### src/rtl/booth_selector_pipe_if.sv
// Operand-set input and partial-product bank output of the time-multiplexed Booth selector.
// The master side feeds multiples/selects and consumes the bank; the slave side is the selector.
interface booth_selector_pipe_if #(
    parameter int PP_W   = 27,
    parameter int NUM_PP = 9
);
    logic                             in_valid;
    logic                             in_ready;
    logic        [PP_W-1:0]           x_1;
    logic        [PP_W-1:0]           x_2;
    logic        [PP_W-1:0]           x_3;
    logic        [PP_W-1:0]           x_4;
    logic        [NUM_PP-1:0][4:0]    sel;
    logic                             out_valid;
    logic                             out_ready;
    logic        [NUM_PP-1:0][PP_W-1:0] pp;
    logic                             sel_err;

    modport master (
        output in_valid, x_1, x_2, x_3, x_4, sel, out_ready,
        input  in_ready, out_valid, pp, sel_err
    );

    modport slave (
        input  in_valid, x_1, x_2, x_3, x_4, sel, out_ready,
        output in_ready, out_valid, pp, sel_err
    );
endinterface

### src/rtl/booth_selector_pipe.sv
// Radix-8 Booth selector array folded over LANES selectors: latches one operand set, fills the
// NUM_PP-row bank LANES rows per beat, then holds it for the Dadda tree under valid/ready.
module booth_selector_pipe #(
    parameter int PP_W   = 27,
    parameter int NUM_PP = 9,
    parameter int LANES  = 3
) (
    input  logic                 clk,
    input  logic                 rst,
    booth_selector_pipe_if.slave bus
);
    localparam int NBEATS = (NUM_PP + LANES - 1) / LANES;
    localparam int BEAT_W = (NBEATS > 1) ? $clog2(NBEATS) : 1;
    localparam logic [BEAT_W-1:0] LAST_BEAT = BEAT_W'(NBEATS - 1);

    generate
        if (NUM_PP < 1 || LANES < 1 || LANES > NUM_PP) begin : g_bad_params
            $error("booth_selector_pipe: need NUM_PP >= 1 and 1 <= LANES <= NUM_PP");
        end
    endgenerate

    typedef enum logic [1:0] {
        IDLE = 2'd0,
        BUSY = 2'd1,
        DONE = 2'd2
    } state_t;

    state_t                          state_q,     state_d;
    logic   [BEAT_W-1:0]             beat_q,      beat_d;
    logic                            out_valid_q, out_valid_d;
    logic                            sel_err_q,   sel_err_d;
    logic   [NUM_PP-1:0][PP_W-1:0]   pp_q,        pp_d;
    logic   [3:0][PP_W-1:0]          mult_q,      mult_d;
    logic   [NUM_PP-1:0][4:0]        sel_q,       sel_d;

    logic                            capture;
    logic   [LANES-1:0][4:0]         lane_sel;
    logic   [LANES-1:0][PP_W-1:0]    lane_row;

    // One's complement only; the +1 for negative rows is added in the downstream tree.
    function automatic logic [PP_W-1:0] row_sel(input logic [4:0] s,
                                                input logic [3:0][PP_W-1:0] m);
        logic [PP_W-1:0] mag;
        mag = '0;
        for (int k = 0; k < 4; k++) begin
            if (s[k]) mag = mag | m[k];
        end
        if (s[3:0] == 4'b0000) return '0;
        return mag ^ {PP_W{s[4]}};
    endfunction

    function automatic logic multi_hot(input logic [4:0] s);
        return (s[3:0] & (s[3:0] - 4'd1)) != 4'b0000;
    endfunction

    assign bus.in_ready  = !rst && ((state_q == IDLE) || ((state_q == DONE) && bus.out_ready));
    assign capture       = bus.in_valid && bus.in_ready;
    assign bus.out_valid = out_valid_q;
    assign bus.pp        = pp_q;
    assign bus.sel_err   = sel_err_q;

    // Steer the current beat's selects onto the LANES selectors; the modulo keeps
    // every constant index in range even for idle lanes of a partial last beat.
    always_comb begin
        lane_sel = '0;
        for (int l = 0; l < LANES; l++) begin
            for (int b = 0; b < NBEATS; b++) begin
                if ((beat_q == BEAT_W'(b)) && ((b * LANES + l) < NUM_PP)) begin
                    lane_sel[l] = sel_q[(b * LANES + l) % NUM_PP];
                end
            end
        end
        for (int l = 0; l < LANES; l++) begin
            lane_row[l] = row_sel(lane_sel[l], mult_q);
        end
    end

    always_comb begin
        state_d     = state_q;
        beat_d      = beat_q;
        out_valid_d = out_valid_q;
        sel_err_d   = sel_err_q;
        pp_d        = pp_q;
        mult_d      = mult_q;
        sel_d       = sel_q;

        case (state_q)
            IDLE: ;
            BUSY: begin
                for (int r = 0; r < NUM_PP; r++) begin
                    if (beat_q == BEAT_W'(r / LANES)) begin
                        pp_d[r] = lane_row[r % LANES];
                    end
                end
                if (beat_q == LAST_BEAT) begin
                    state_d     = DONE;
                    out_valid_d = 1'b1;
                    beat_d      = '0;
                end else begin
                    beat_d = beat_q + 1'b1;
                end
            end
            DONE: begin
                if (bus.out_ready) begin
                    state_d     = IDLE;
                    out_valid_d = 1'b0;
                end
            end
            default: state_d = IDLE;
        endcase

        // A capture in DONE coincides with the output handshake and overrides it.
        if (capture) begin
            state_d     = BUSY;
            beat_d      = '0;
            out_valid_d = 1'b0;
            pp_d        = '0;
            mult_d      = {bus.x_4, bus.x_3, bus.x_2, bus.x_1};
            sel_d       = bus.sel;
            for (int r = 0; r < NUM_PP; r++) begin
                if (multi_hot(bus.sel[r])) sel_err_d = 1'b1;
            end
        end
    end

    // Control and visible bank state: cleared by reset.
    always_ff @(posedge clk) begin
        if (rst) begin
            state_q     <= IDLE;
            beat_q      <= '0;
            out_valid_q <= 1'b0;
            sel_err_q   <= 1'b0;
            pp_q        <= '0;
        end else begin
            state_q     <= state_d;
            beat_q      <= beat_d;
            out_valid_q <= out_valid_d;
            sel_err_q   <= sel_err_d;
            pp_q        <= pp_d;
        end
    end

    // Captured operands: only read in BUSY, so no reset needed.
    always_ff @(posedge clk) begin
        mult_q <= mult_d;
        sel_q  <= sel_d;
    end
endmodule

### src/flat_wrapper.sv
// flat-port wrapper written by rule: the top's interface ports become plain ports
module booth_selector_pipe_flat 
#(
    parameter int PP_W   = 27,
    parameter int NUM_PP = 9,
    parameter int LANES  = 3
)
  (clk, rst, bus_in_valid, bus_x_1, bus_x_2, bus_x_3, bus_x_4, bus_sel, bus_out_ready, bus_in_ready, bus_out_valid, bus_pp, bus_sel_err);
  booth_selector_pipe_if #(.PP_W(PP_W), .NUM_PP(NUM_PP)) bus_i ();
  input  logic clk;
  input  logic rst;
  input wire logic [$bits(bus_i.in_valid)-1:0] bus_in_valid;
  input wire logic [$bits(bus_i.x_1)-1:0] bus_x_1;
  input wire logic [$bits(bus_i.x_2)-1:0] bus_x_2;
  input wire logic [$bits(bus_i.x_3)-1:0] bus_x_3;
  input wire logic [$bits(bus_i.x_4)-1:0] bus_x_4;
  input wire logic [$bits(bus_i.sel)-1:0] bus_sel;
  input wire logic [$bits(bus_i.out_ready)-1:0] bus_out_ready;
  output wire logic [$bits(bus_i.in_ready)-1:0] bus_in_ready;
  output wire logic [$bits(bus_i.out_valid)-1:0] bus_out_valid;
  output wire logic [$bits(bus_i.pp)-1:0] bus_pp;
  output wire logic [$bits(bus_i.sel_err)-1:0] bus_sel_err;
  assign bus_i.in_valid = bus_in_valid;
  assign bus_i.x_1 = bus_x_1;
  assign bus_i.x_2 = bus_x_2;
  assign bus_i.x_3 = bus_x_3;
  assign bus_i.x_4 = bus_x_4;
  assign bus_i.sel = bus_sel;
  assign bus_i.out_ready = bus_out_ready;
  assign bus_in_ready = bus_i.in_ready;
  assign bus_out_valid = bus_i.out_valid;
  assign bus_pp = bus_i.pp;
  assign bus_sel_err = bus_i.sel_err;
  booth_selector_pipe #(.PP_W(PP_W), .NUM_PP(NUM_PP), .LANES(LANES)) u_core (.clk(clk), .rst(rst), .bus(bus_i));
endmodule
### config.mk
export PLATFORM = sky130hd
export DESIGN_NAME = booth_selector_pipe_flat
export DESIGN_NICKNAME = d
export VERILOG_FILES = /design/src/rtl/booth_selector_pipe_if.sv /design/src/rtl/booth_selector_pipe.sv /design/src/flat_wrapper.sv
export SDC_FILE = /design/constraint.sdc
export NUM_CORES = 1
export LEC_CHECK = 0
export ABC_AREA = 1
export CORE_MARGIN = 3
export CORE_UTILIZATION = 52
export CTS_BUF_LIST = sky130_fd_sc_hd__clkbuf_2
export CTS_CLUSTER_SIZE = 10
export DETAILED_ROUTE_END_ITERATION = 16
export HOLD_SLACK_MARGIN = 0.05
export PLACE_DENSITY = 0.87
export SETUP_SLACK_MARGIN = 0.15
export SLEW_MARGIN = 10
export SYNTH_ARGS = -nofsm -noshare
export SYNTH_HDL_FRONTEND = slang
export SYNTH_SLANG_ARGS = --single-unit
### constraint.sdc
create_clock -name clk -period 5.4 [get_ports clk]
set_input_delay 1.08 -clock clk [delete_from_list [all_inputs] [get_ports clk]]
set_output_delay 1.08 -clock clk [all_outputs]
set_load 0.05 [all_outputs]
==> results of run 1 <==
power groups by stage:
stage | logic (mW) | registers, mW | clock network [mW]
after floorplan | 0.786 | 3.80 | 0
after global placement | 1.81 | 3.48 | 0
after detailed placement | 1.84 | 3.48 | 0
after CTS | 1.85 | 3.41 | 2.15
after global routing | 1.99 | 3.43 | 2.32
final | 1.88 | 3.42 | 2.10
cell usage after synthesis:
cell / n
inv_2: 7
nor3_4: 2
o21ai_1: 73
nand2_2: 1
nor2_1: 107
nand3_2: 5
a21oi_1: 251
buf_4: 1
a211oi_1: 1
nand4_1: 3
or2_2: 1
buf_2: 43
o211ai_2: 1
nor2_2: 1
o21ai_0: 263
o22ai_1: 1
edfxtp_1: 153
clkbuf_1: 96
inv_1: 33
nor2_4: 1
nand2_1: 400
o31ai_1: 1
buf_1: 1
nor3_1: 2
nand3_1: 334
o21a_1: 2
dfxtp_1: 249
logic make-up (layout without fill, tap and decap cells):
| logic type | after synthesis | in the layout | synth area share [%] |
|---|---|---|---|
| AO/OA/AOI/OAI | 593 | 593 | 17.5 |
| buffers and inverters | 181 | 647 | 4.33 |
| flip-flops | 402 | 402 | 56.3 |
| other | 0 | 3 | 0 |
| AND/OR/NAND/NOR | 857 | 857 | 21.8 |
flip-flops by register name, summed over array words and instances (netlist names):
name                  flops
u_core.sel_q             45
u_core.bus.pp           243
u_core.bus.out_valid      1
u_core.state_q            2
u_core.beat_q             2
u_core.mult_q           108
u_core.bus.sel_err        1
path summary, 6_finish.rpt:
path | start | to | slack, ns | cells past startpoint
min | u_core.bus.sel_err | u_core.bus.sel_err | 0.47 | 2
max reg2reg | u_core.beat_q[1] | u_core.bus.pp[208] | 1.92 | 7
min reg2reg | u_core.bus.sel_err | u_core.bus.sel_err | 0.47 | 2
max | bus_out_ready | bus_in_ready | 1.56 | 4
critical path: stages:
cell	delay, ns
clkdlybuf4s50_1	0.49
inv_1	0.07
a211oi_1	0.26
clkdlybuf4s50_1	0.86
per-layer routing:
metal / up-vias / global-route usage, % / wire length [um]
met4: 2 / 17.4 / 3200
met3: 204 / 9.67 / 6970
met5: - / 0 / 13
met2: 1114 / 54.8 / 28600
li1: 7948 / - / -
met1: 7916 / 41.6 / 22800
final cells by class:
class                   count  area [um^2]
clock buffers             142          711
diodes                      3         7.51
multi-input cells        1450         6720
clock inverters            33          243
inverters                  40          156
repair buffers            432         4320
fillers                  2535         9590
flip-flops and latches    402         9580
well taps                 435          544
==> flow_metrics.py, run 1 <==
metrics = {
    "pwr": {
        "clkPwrFrac_pct": 28.4,
        "switching_share_pct": 35.7,
        "power_density_mw_per_mm2": 332,
        "irDropWorstVdd_mv": 0.178,
        "p_leak_nw": 9.08,
        "power_frac_seq_pct": 46.2,
        "p_comb_share_pct": 25.4,
        "intPower_mw": 4.76,
        "finalPower_mw": 7.40,
        "switchingPower_mw": 2.65,
    },
    "timing": {
        "max_freq_mhz": 260,
        "period_needed_ns": 3.84,
        "maxSlewViolCount": 0,
        "rsz0062_at_grt": "no",
        "relSlewSlack_pct": 31.3,
        "tns_ns": 0,
        "clock-skew-final_ns": 0.0748,
        "final_hold_viol_count": 0,
        "timing.final.ws_setup_ns": 1.56,
        "min_period_over_period_pct": 71.2,
        "worstMarginPinSlew_ns": 1.03,
        "holdWs_ns": 0.466,
        "setup_violations": 0,
    },
    "yosys": {
        "synth_area_leaders": "dfxtp_1 (29%), edfxtp_1 (27%), nand3_1 (9.8%)",
        "synth.avg_cell_area_um2": 8.37,
        "yosysTopAreaCell": "dfxtp_1",
        "syn_nets": 2190,
        "synth_area_mm2": 0.0170,
        "ys_types": 27,
        "synth_seq_cells": 402,
        "seq_area_frac_synth_pct": 56.3,
        "synth.top_cell.area_share_pct": 29.3,
        "ys.warnings.count": 0,
        "netlist_instances": 2033,
    },
    "drt": {
        "first_iter_violations": 2293,
        "routed_wirelength_mm": 61.6,
        "ant_nets": 0,
        "drcViolationCount": 0,
        "num_vias": 17184,
        "avgViaCountPerCell": 5.85,
        "wl_per_cell_um": 21.0,
        "drt_first_pass_iters": 7,
    },
    "critical_path": {
        "critPathKind": "in -> out",
        "start_kind": "input pin",
        "cp-end-kind": "output pin",
        "crit_fanout": 2,
        "arrival_ns": 2.76,
        "required_ns": 4.32,
    },
    "final_layout": {
        "design_area_mm2": 0.0223,
        "layout_common_cells": "clkdlybuf4s50_1 (402), nand2_1 (400), nand3_1 (334)",
        "fin_nets": 2583,
        "areaGrowthSynthToFinish_pct": 31.0,
        "final_core_util_pct": 69.9,
        "layout_commonest_cell": "clkdlybuf4s50_1",
        "final_layout_size_suffix_gt1_share_pct": 8.08,
        "final_cells": 2937,
    },
    "cts": {
        "cts_tree": "done",
        "cts.sinks": 402,
        "clk_path_buf_depth": 3,
        "cts_setup_buffers": 0,
        "ctsHoldBuffers": 0,
        "cts_buffers": 100,
        "htree_levels": 3,
        "cts_resized": 0,
        "clk_pin_slew_ns": 0.11,
        "root_buffer": "clkbuf_2",
        "insertion_delay_ns": 1.02,
    },
    "floorplanning": {
        "top_level_ports": 403,
        "dieArea_mm2": 0.0349,
        "core_area_mm2": 0.0319,
        "die_h_um": 187,
        "die_w_um": 187,
        "rows": 65,
        "start_util_pct": 53.4,
    },
    "placement": {
        "post-dp-hpwl_mm": 42.2,
        "place_congestion": 0.933,
        "dp_cells": 2759,
        "place_ws_ns": 1.57,
        "place_area_mm2": 0.0213,
        "io_buffer_count": 402,
    },
    "global_routing": {
        "grt_pass1_wl_mm": 92.9,
        "grt_max_degree": 189,
        "antenna_found_initial": 4,
        "grt_pass1_vias": 16140,
        "overflow": 0,
        "gr-usage-all-layers_pct": 33.9,
    },
    "status": {
        "status": "completed",
    },
    "run": {
        "cap_violations": 0,
    },
    "hold_path": {
        "hold_class": "reg -> reg",
    },
}
Note: power is estimated with default switching activity, not from simulation.
==> run 2, diff against run 1 <==
CORE_UTILIZATION = 47   (was 52)
PLACE_DENSITY = 0.83   (was 0.87)
clock period = 3.4 ns   (was 5.4 ns; I/O delays follow)
==> run 2 against run 1 <==
  * Global-route usage fell by 2.0 points
  * Die area rose by 10%
  * Clock skew fell by 0.0055 ns
  * Critical path type is now reg -> out
  * Largest cell class unchanged
==> flow_metrics.py, run 2 (synthesized netlist as in run 1, its figures left out) <==
metrics = {
    "drt": {
        "drcViolationCount": 0,
        "first_iter_violations": 2013,
        "wl_per_cell_um": 21.4,
        "avgViaCountPerCell": 5.79,
        "routed_wirelength_mm": 63.8,
        "ant_nets": 0,
        "num_vias": 17281,
        "drt_first_pass_iters": 6,
    },
    "global_routing": {
        "grt_max_degree": 96,
        "grt_pass1_vias": 16247,
        "antenna_found_initial": 3,
        "grt_pass1_wl_mm": 94.8,
        "overflow": 0,
        "gr-usage-all-layers_pct": 31.9,
    },
    "final_layout": {
        "design_area_mm2": 0.0225,
        "final_cells": 2986,
        "fin_nets": 2603,
        "areaGrowthSynthToFinish_pct": 32.0,
        "largest_register_ffs": 243,
        "layout_common_cells": "clkdlybuf4s50_1 (401), nand2_1 (399), nand3_1 (334)",
        "final_layout_size_suffix_gt1_share_pct": 9.08,
        "layout_commonest_cell": "clkdlybuf4s50_1",
    },
    "timing": {
        "worstMarginPinSlew_ns": 0.915,
        "timing.final.ws_setup_ns": 0.506,
        "period_needed_ns": 2.89,
        "setup_violations": 0,
        "maxSlewViolCount": 0,
        "clock-skew-final_ns": 0.0693,
        "rsz0062_at_grt": "no",
        "final_hold_viol_count": 0,
        "relSlewSlack_pct": 38.8,
        "min_period_over_period_pct": 85.1,
        "max_freq_mhz": 346,
    },
    "cts": {
        "cts_tree": "done",
        "cts.sinks": 402,
        "cts_setup_buffers": 0,
        "clk_pin_slew_ns": 0.11,
        "htree_levels": 3,
        "cts_buffers": 96,
        "insertion_delay_ns": 1.01,
        "clk_path_buf_depth": 3,
        "cts_resized": 0,
        "root_buffer": "clkbuf_2",
        "ctsHoldBuffers": 0,
    },
    "pwr": {
        "power_density_mw_per_mm2": 516,
        "p_leak_nw": 9.18,
        "finalPower_mw": 11.6,
        "irDropWorstVdd_mv": 0.272,
    },
    "floorplanning": {
        "dieArea_mm2": 0.0385,
        "rows": 69,
        "start_util_pct": 47.7,
        "top_level_ports": 403,
        "die_h_um": 196,
        "core_area_mm2": 0.0357,
        "die_w_um": 196,
    },
    "placement": {
        "place_ws_ns": 0.484,
        "io_buffer_count": 402,
        "place_area_mm2": 0.0216,
        "place_congestion": 0.969,
        "post-dp-hpwl_mm": 45.0,
        "dp_cells": 2809,
    },
    "critical_path": {
        "start_kind": "flop",
        "required_ns": 2.72,
        "critical_path.top_delay_family": "buffers and inverters",
        "crit_chain": "clkdlybuf4s50_1",
        "arrival_ns": 2.21,
        "critPathKind": "reg -> out",
        "crit_path_top_delay_cell": "clkdlybuf4s50_1",
        "cp-end-kind": "output pin",
        "cp_num_buf_inv": 1,
        "crit_fanout": 2,
        "crit_path_max_incr_delay_ns": 0.86,
        "r2r_slack_ns": 0.55,
    },
    "status": {
        "status": "completed",
    },
    "hold_path": {
        "hold_class": "in -> reg",
    },
    "run": {
        "cap_violations": 0,
    },
}
run 2: cell types whose count changed in the layout (fill, tap and decap cells not counted), sizes merged:
cell / change
buf: +25
bufinv: -3
clkbuf: -1
clkdlybuf4s50: -1
clkinv: +1
inv: +2
run 2: path summary, 6_finish.rpt:
| kind | start | to | cells past startpoint |
|---|---|---|---|
| worst min-delay path | bus_x_4[9] | u_core.mult_q[90] | 1 |
| worst min register to register | u_core.bus.sel_err | u_core.bus.sel_err | 2 |
| worst max-delay path | u_core.bus.pp[10] | bus_pp[10] | 1 |
| worst max register to register | u_core.beat_q[1] | u_core.bus.pp[188] | 9 |
run 2: area by class of cell:
| class | count | area [um^2] |
|---|---|---|
| antenna | 3 | 7.51 |
| clock buffer | 141 | 706 |
| clock inverter | 33 | 170 |
| fill | 2961 | 13200 |
| inverter | 40 | 169 |
| multi-input combinational | 1450 | 6740 |
| sequential | 402 | 9580 |
| tap | 461 | 577 |
| timing repair buffer | 456 | 4530 |
run 2: per-stage QoR:
step | util [%] | hold slack (ns) | TNS [ns]
3_5_place_dp | 60.6 | 0.443 | 0
5_1_grt | 63.0 | 0.140 | 0
2_1_floorplan | - | 0.516 | -38.09
3_3_place_gp | 60.6 | 0.439 | 0
4_1_cts | 63.0 | 0.0947 | 0
6_report | 63.0 | 0.235 | 0
run 2: power breakdown:
group | leakage [nW] | internal (mW) | switching (mW)
Combinational | 5.08 | 0.908 | 2.16
Sequential | 3.44 | 5.26 | 0.174
Clock | 0.660 | 1.20 | 1.91
run 2: per-layer routing:
| layer | routed length (um) | vias to the layer above | track usage, % |
|---|---|---|---|
| met1 | 25300 | 7960 | 42.0 |
| met4 | 3100 | 0 | 16.8 |
| li1 | - | 7999 | - |
| met2 | 29100 | 1133 | 49.6 |
| met3 | 6320 | 189 | 6.96 |
| met5 | 0 | - | 0 |
